File: config.mk
export PLATFORM = sky130hd
export DESIGN_NAME = ahb_sram_ctrl
export DESIGN_NICKNAME = d
export VERILOG_FILES = /design/src/rtl/ahb_sram_ctrl.sv
export SDC_FILE = /design/constraint.sdc
export NUM_CORES = 1
export LEC_CHECK = 0
export ABC_AREA = 1
export CORE_MARGIN = 1
export CORE_UTILIZATION = 49
export CTS_BUF_LIST = sky130_fd_sc_hd__clkbuf_8
export DETAILED_ROUTE_END_ITERATION = 8
export PLACE_DENSITY = 0.89
export SYNTH_ARGS = -nofsm -noshare
export SYNTH_HDL_FRONTEND = slang
export SYNTH_SLANG_ARGS = --single-unit
File: constraint.sdc
create_clock -name HCLK -period 3.7 [get_ports HCLK]
set_input_delay 0.925 -clock HCLK [delete_from_list [all_inputs] [get_ports HCLK]]
set_output_delay 0.925 -clock HCLK [all_outputs]
set_load 0.03 [all_outputs]
File: src/rtl/ahb_sram_ctrl.sv
// AHB-Lite slave for a 3K x 32 synchronous SRAM: zero wait states, one-entry write buffer, read forwarding.
// Optional build macro AHB_SRAM_RANGE_ERR_EN turns word indices >= DEPTH into a two-cycle ERROR response.
module ahb_sram_ctrl #(
  parameter int AW    = 12,
  parameter int DEPTH = 3072
) (
  input  logic          HCLK,
  input  logic          HRESETn,
  input  logic          HSEL,
  input  logic [31:0]   HADDR,
  input  logic [1:0]    HTRANS,
  input  logic          HWRITE,
  input  logic [2:0]    HSIZE,
  input  logic [31:0]   HWDATA,
  input  logic          HREADY,
  output logic          HREADYOUT,
  output logic [31:0]   HRDATA,
  output logic          HRESP,
  input  logic [31:0]   SRAMRDATA,
  output logic [3:0]    SRAMWEN,
  output logic [31:0]   SRAMWDATA,
  output logic          SRAMCS0,
  output logic [AW-1:0] SRAMADDR
);

  typedef enum logic [1:0] {ST_IDLE = 2'd0, ST_ERR1 = 2'd1, ST_ERR2 = 2'd2} state_e;

  localparam logic [AW:0] DEPTH_W = (AW+1)'(DEPTH);

  function automatic logic [3:0] lane_be(input logic [2:0] size, input logic [1:0] lo);
    case (size)
      3'd0:    lane_be = 4'b0001 << lo;
      3'd1:    lane_be = lo[1] ? 4'b1100 : 4'b0011;
      3'd2:    lane_be = 4'b1111;
      default: lane_be = 4'b0000;
    endcase
  endfunction

  logic [AW-1:0] idx_s;
  logic [3:0]    be_s;
  logic          acc_s, size_err_s, in_range_s, err_s, rd_acc_s, wr_acc_s;
  logic          unused_s;

  state_e        state_q, state_d;
  logic          hreadyout_q, hreadyout_d, hresp_q, hresp_d;
  logic          dp_wr_q, dp_wr_d, dp_rd_q, dp_rd_d;
  logic [AW-1:0] dp_addr_q, dp_addr_d;
  logic [3:0]    dp_be_q, dp_be_d;
  logic          buf_v_q, buf_v_d;
  logic [AW-1:0] buf_addr_q, buf_addr_d;
  logic [3:0]    buf_be_q, buf_be_d;
  logic [31:0]   buf_data_q, buf_data_d;

  logic          sram_cs_s;
  logic [3:0]    sram_wen_s;
  logic [AW-1:0] sram_addr_s;
  logic [31:0]   sram_wdata_s;
  logic [31:0]   rdata_s;

  assign unused_s = ^{HADDR[31:AW+2], HTRANS[0]};

  // Address-phase decode
  always_comb begin
    idx_s      = HADDR[AW+1:2];
    be_s       = lane_be(HSIZE, HADDR[1:0]);
    acc_s      = HSEL & HREADY & HTRANS[1];
    size_err_s = (HSIZE > 3'd2);
    in_range_s = ({1'b0, idx_s} < DEPTH_W);
`ifdef AHB_SRAM_RANGE_ERR_EN
    err_s      = size_err_s | ~in_range_s;
`else
    err_s      = size_err_s;
`endif
    // Out-of-range transfers never touch the macro in either build.
    rd_acc_s   = acc_s & ~HWRITE & ~err_s & in_range_s;
    wr_acc_s   = acc_s &  HWRITE & ~err_s & in_range_s;
  end

  // Next state: error sequencing, data-phase capture, macro port arbitration and write buffer
  always_comb begin
    state_d      = state_q;
    hreadyout_d  = 1'b1;
    hresp_d      = 1'b0;
    dp_wr_d      = wr_acc_s;
    dp_rd_d      = rd_acc_s;
    dp_addr_d    = idx_s;
    dp_be_d      = be_s;
    buf_v_d      = buf_v_q;
    buf_addr_d   = buf_addr_q;
    buf_be_d     = buf_be_q;
    buf_data_d   = buf_data_q;
    sram_cs_s    = 1'b0;
    sram_wen_s   = 4'b0000;
    sram_addr_s  = idx_s;
    sram_wdata_s = buf_data_q;

    case (state_q)
      ST_ERR1: begin
        state_d     = ST_ERR2;
        hreadyout_d = 1'b1;
        hresp_d     = 1'b1;
      end
      ST_IDLE, ST_ERR2: begin
        if (acc_s & err_s) begin
          state_d     = ST_ERR1;
          hreadyout_d = 1'b0;
          hresp_d     = 1'b1;
        end else begin
          state_d     = ST_IDLE;
          hreadyout_d = 1'b1;
          hresp_d     = 1'b0;
        end
      end
      default: begin
        state_d     = ST_IDLE;
        hreadyout_d = 1'b1;
        hresp_d     = 1'b0;
      end
    endcase

    // A read owns the port; a data-phase write colliding with it is parked in the buffer.
    if (rd_acc_s) begin
      sram_cs_s   = 1'b1;
      sram_addr_s = idx_s;
      if (dp_wr_q) begin
        buf_v_d    = 1'b1;
        buf_addr_d = dp_addr_q;
        buf_be_d   = dp_be_q;
        buf_data_d = HWDATA;
      end else begin
        buf_v_d    = buf_v_q;
      end
    end else if (buf_v_q) begin
      sram_cs_s    = 1'b1;
      sram_wen_s   = buf_be_q;
      sram_addr_s  = buf_addr_q;
      sram_wdata_s = buf_data_q;
      buf_v_d      = 1'b0;
    end else if (dp_wr_q) begin
      sram_cs_s    = 1'b1;
      sram_wen_s   = dp_be_q;
      sram_addr_s  = dp_addr_q;
      sram_wdata_s = HWDATA;
    end else begin
      sram_cs_s    = 1'b0;
    end
  end

  // Read data merge: bytes held in the write buffer override stale macro data
  always_comb begin
    rdata_s = 32'd0;
    if (dp_rd_q) begin
      for (int i = 0; i < 4; i++) begin
        if (buf_v_q && (buf_addr_q == dp_addr_q) && buf_be_q[i]) begin
          rdata_s[8*i +: 8] = buf_data_q[8*i +: 8];
        end else begin
          rdata_s[8*i +: 8] = SRAMRDATA[8*i +: 8];
        end
      end
    end else begin
      rdata_s = 32'd0;
    end
  end

  // State and output registers
  always_ff @(posedge HCLK or negedge HRESETn) begin
    if (!HRESETn) begin
      state_q     <= ST_IDLE;
      hreadyout_q <= 1'b1;
      hresp_q     <= 1'b0;
      dp_wr_q     <= 1'b0;
      dp_rd_q     <= 1'b0;
      dp_addr_q   <= '0;
      dp_be_q     <= 4'b0000;
      buf_v_q     <= 1'b0;
      buf_addr_q  <= '0;
      buf_be_q    <= 4'b0000;
      buf_data_q  <= 32'd0;
    end else begin
      state_q     <= state_d;
      hreadyout_q <= hreadyout_d;
      hresp_q     <= hresp_d;
      dp_wr_q     <= dp_wr_d;
      dp_rd_q     <= dp_rd_d;
      dp_addr_q   <= dp_addr_d;
      dp_be_q     <= dp_be_d;
      buf_v_q     <= buf_v_d;
      buf_addr_q  <= buf_addr_d;
      buf_be_q    <= buf_be_d;
      buf_data_q  <= buf_data_d;
    end
  end

  // The macro must stay idle while reset is held, even if the bus presents a read.
  assign SRAMCS0   = sram_cs_s & HRESETn;
  assign SRAMWEN   = sram_wen_s & {4{HRESETn}};
  assign SRAMADDR  = sram_addr_s;
  assign SRAMWDATA = sram_wdata_s;
  assign HREADYOUT = hreadyout_q;
  assign HRESP     = hresp_q;
  assign HRDATA    = rdata_s;

endmodule

==> impl_results.md <==
- Status: complete, no violations
- Fin crit share: between 90% and 100%
- Vias: a little over 5000
- Ratio of cells with drive above 1 in the final layout: between 10% and 20%
- TNS Setup: 0 ps
- Skew final: 10.78 ps
- Count leader, synth: nand2_1
- Antenna cells: 0
- Fin crit period: roughly 3600 ps
- Die ar.: approximately 9900 sq um
- Number of synthesized flops with an enable pin: 0
- DRT iter0 DRCs: 260
- Ys async rst share: 100.0%
- Synthesized net count: 807
- Power Dens Cells: 271.4 nW/um^2
- Library cells used by synthesis: 29
- Synth area leaders: dfrtp_1 (38%), nand2_1 (17%), inv_1 (11%)
- Initial Utilization: 50.48%
- DRC viols: 0
- Clk Latency, worst-skew pair: 340 ps
- Setup Viol. Count Final: 0
- Hold Violations, Final: 0
- Critical Path RT: ~2800 ps
- Tightest Pin Transition: 898.7 ps
- Die Span X: 99.57 microns
- Synth area leader: dfrtp_1
- Pin count of the biggest net entering global routing: 72
- Hold Path Sink: state_q[1]$_DFF_PN0_
- Reg2reg setup slack: 2140 ps
- Maximum VDD drop: 247.1 uV
- H-Tree Depth: 3
- GRT Total Usage: between 20 and 30%
- Initial antenna violation count: 0
- Share of the yosys chip area belonging to registers: 38.12%
- Mean post-synth cell area: 6.654 sq um
- DRT Pass-1 Iters: 5
- Mapped Area: 4664 sq um
- Root Driver: clkbuf_8
- Synth Instances: 701
- Synthesis-to-finish area growth: 43.96%
- Total Nets Final: roughly 970
- Clk sinks: between 70 and 80
- GPL Wtd Cong: approximately 0.83
- R2R depth: 5
- Slew headroom: 40.09%
- Synth warn: 0
- Reg clk slew, reported paths: 80 ps
- Leak Pwr: 3.755 nW
- FF+latch area: 1778 sq um
- CP Launch Type: input pin
- Core Region: 9240 sq um
- Worst r2r dst: buf_data_q[13]$_DFFE_PN0P_
- Clock buffer count from CTS: 9
- RSZ-0062 raised after global routing: false
- Final worst slack: 87.36 ps
- Hold-critical path depth: 1
- Site Rows: 35
- Die Span Y: 99.57 microns
- Total grt overflow: 0
- Number of synthesized register bits: 71
- HPWL Detailed: ~9.4 mm
- IO Port Bufs: 169
- Class of the worst hold path: reg2reg
- WL final: roughly 13 mm
- Worst slack, placed: 118.1 ps
- Clock buffer depth: 2
- Max-slew violations: 0
- Number of filler cells placed in the layout: 691
- Drt wl/cell: 13.45 microns
- Global-route wire length before repair: roughly 21 mm
- Multi-input gate area: 2182 sq um
- Worst hold start: state_q[1]$_DFF_PN0_
- CTS tree: done
- Most frequent cells after synthesis: nand2_1 (206), inv_1 (133), o21ai_0 (95), dfrtp_1 (70), nor2_1 (46)
- CTS Hold Bufs: 0
- Crit-path max FO: 54
- Vias per std cell: 5.119
- Vias in the first global route: 4761
- WP data arrival: 2690 ps
- Ports: around 190
- Max-capacitance violation count: 0
- Main flop type after synthesis: dfrtp_1
- Top-area cell type share of the netlist area: a little under two fifths
- CP Class: in2out
- DRT antenna net count: 0
- Fin util: 72.67%
- Fmax: between 0.2 and 0.3 GHz
- FF-to-FF Start: dp_wr_q$_DFF_PN0_
- Crit path capture type: output pin
[metrics by stage]
step                      std cells  hold slack [ps]  power [W]  area (sq um)
final                           996            423.7   0.001822          6715
after global routing            996            443.9   0.001909          6715
after CTS                       993            428.0   0.001835          6613
after detailed placement        974            417.1   0.001143          6356
after global placement          974            411.1   0.001134          6356
after floorplan                 701            395.9  0.0009689          4664
[cells in the final DEF, fill, tap and decap left out, types with 2 or more instances in the layout]
cell,count
nand4_1,32
clkbuf_8,10
o22ai_1,12
o21ai_1,19
buf_12,6
bufinv_16,2
a21oi_1,3
a22oi_1,16
inv_2,5
nand2_1,204
nor2_1,46
nor3_1,2
o21ai_0,95
inv_1,133
clkdlybuf4s50_1,96
mux2_1,6
xnor2_1,2
dlymetal6s2s_1,22
nand3_4,4
dfrtp_1,70
buf_4,65
nand2_2,3
[metal layers]
metal	global-route usage (%)	wire, microns	share of wire [%]
met1	32.49	5551	41
met2	47.38	6634	50
met3	4.779	886	6.6
met4	11.31	323	2.4
met5	0	0	0
[cell families after synthesis]
| logic type | synth area share [%] |
|---|---|
| AOI/OAI and AO/OA | 17.09 |
| muxes | 1.448 |
| and+or+nand+nor | 27.76 |
| DFF | 38.12 |
| xor gates and xnor gates | 0.3756 |
| buffers and inverters | 15.21 |
[timing repair]
| action | CTS | global route |
|---|---|---|
| setup buffers | 3 | 3 |
| pin swaps | 2 | 1 |
| endpoints found under the setup margin | 4 | 31 |
| cloned | 0 | 0 |
| resized for setup | 1 | 22 |
[sequential cells by signal (all words and copies together) (netlist names)]
register,cells
dp_rd_q,1
dp_addr_q,12
HRESP,1
state_q,2
HREADYOUT,1
buf_be_q,4
buf_v_q,1
buf_data_q,32
buf_addr_q,12
dp_be_q,4
dp_wr_q,1
[final cells by class]
class                           count  area share [%]
Inverter                          138           7.714
Clock buffer                       10           2.050
Clock inverter                      6           1.267
Multi-Input combinational cell    452           32.49
Sequential cell                    71           26.48
Timing Repair Buffer              190           27.59
Tap cell                          129           2.404
[critical path, stage by stage]
cell and delay [ps]:
clkdlybuf4s50_1 450, a21oi_1 320, nand2_2 190, nand2_2 130, buf_12 230, nand2_1 80, o21ai_0 130, buf_4 220
[power breakdown]
group / internal [W] / switching, W
combinational: 0.000153 / 0.000161
clock: 0.000397 / 0.000295
sequential: 0.000798 / 0.0000178
[worst max-delay path by stage]
| stage | start | endpoint | slack, ps | cells past startpoint |
|---|---|---|---|---|
| finish | HSIZE[0] | SRAMWDATA[2] | 90 | 8 |
| detailed placement | HSIZE[0] | SRAMWDATA[2] | 120 | 8 |
| floorplan | HSEL | SRAMWDATA[21] | 420 | 7 |
| global route | buf_v_q$_DFFE_PN0P_ | HRDATA[6] | 2 | 10 |
| CTS | buf_v_q$_DFFE_PN0P_ | HRDATA[11] | 5 | 9 |
| global placement | HSIZE[0] | SRAMWDATA[0] | 230 | 8 |
No activity file was read; power rests on OpenSTA's default activity.
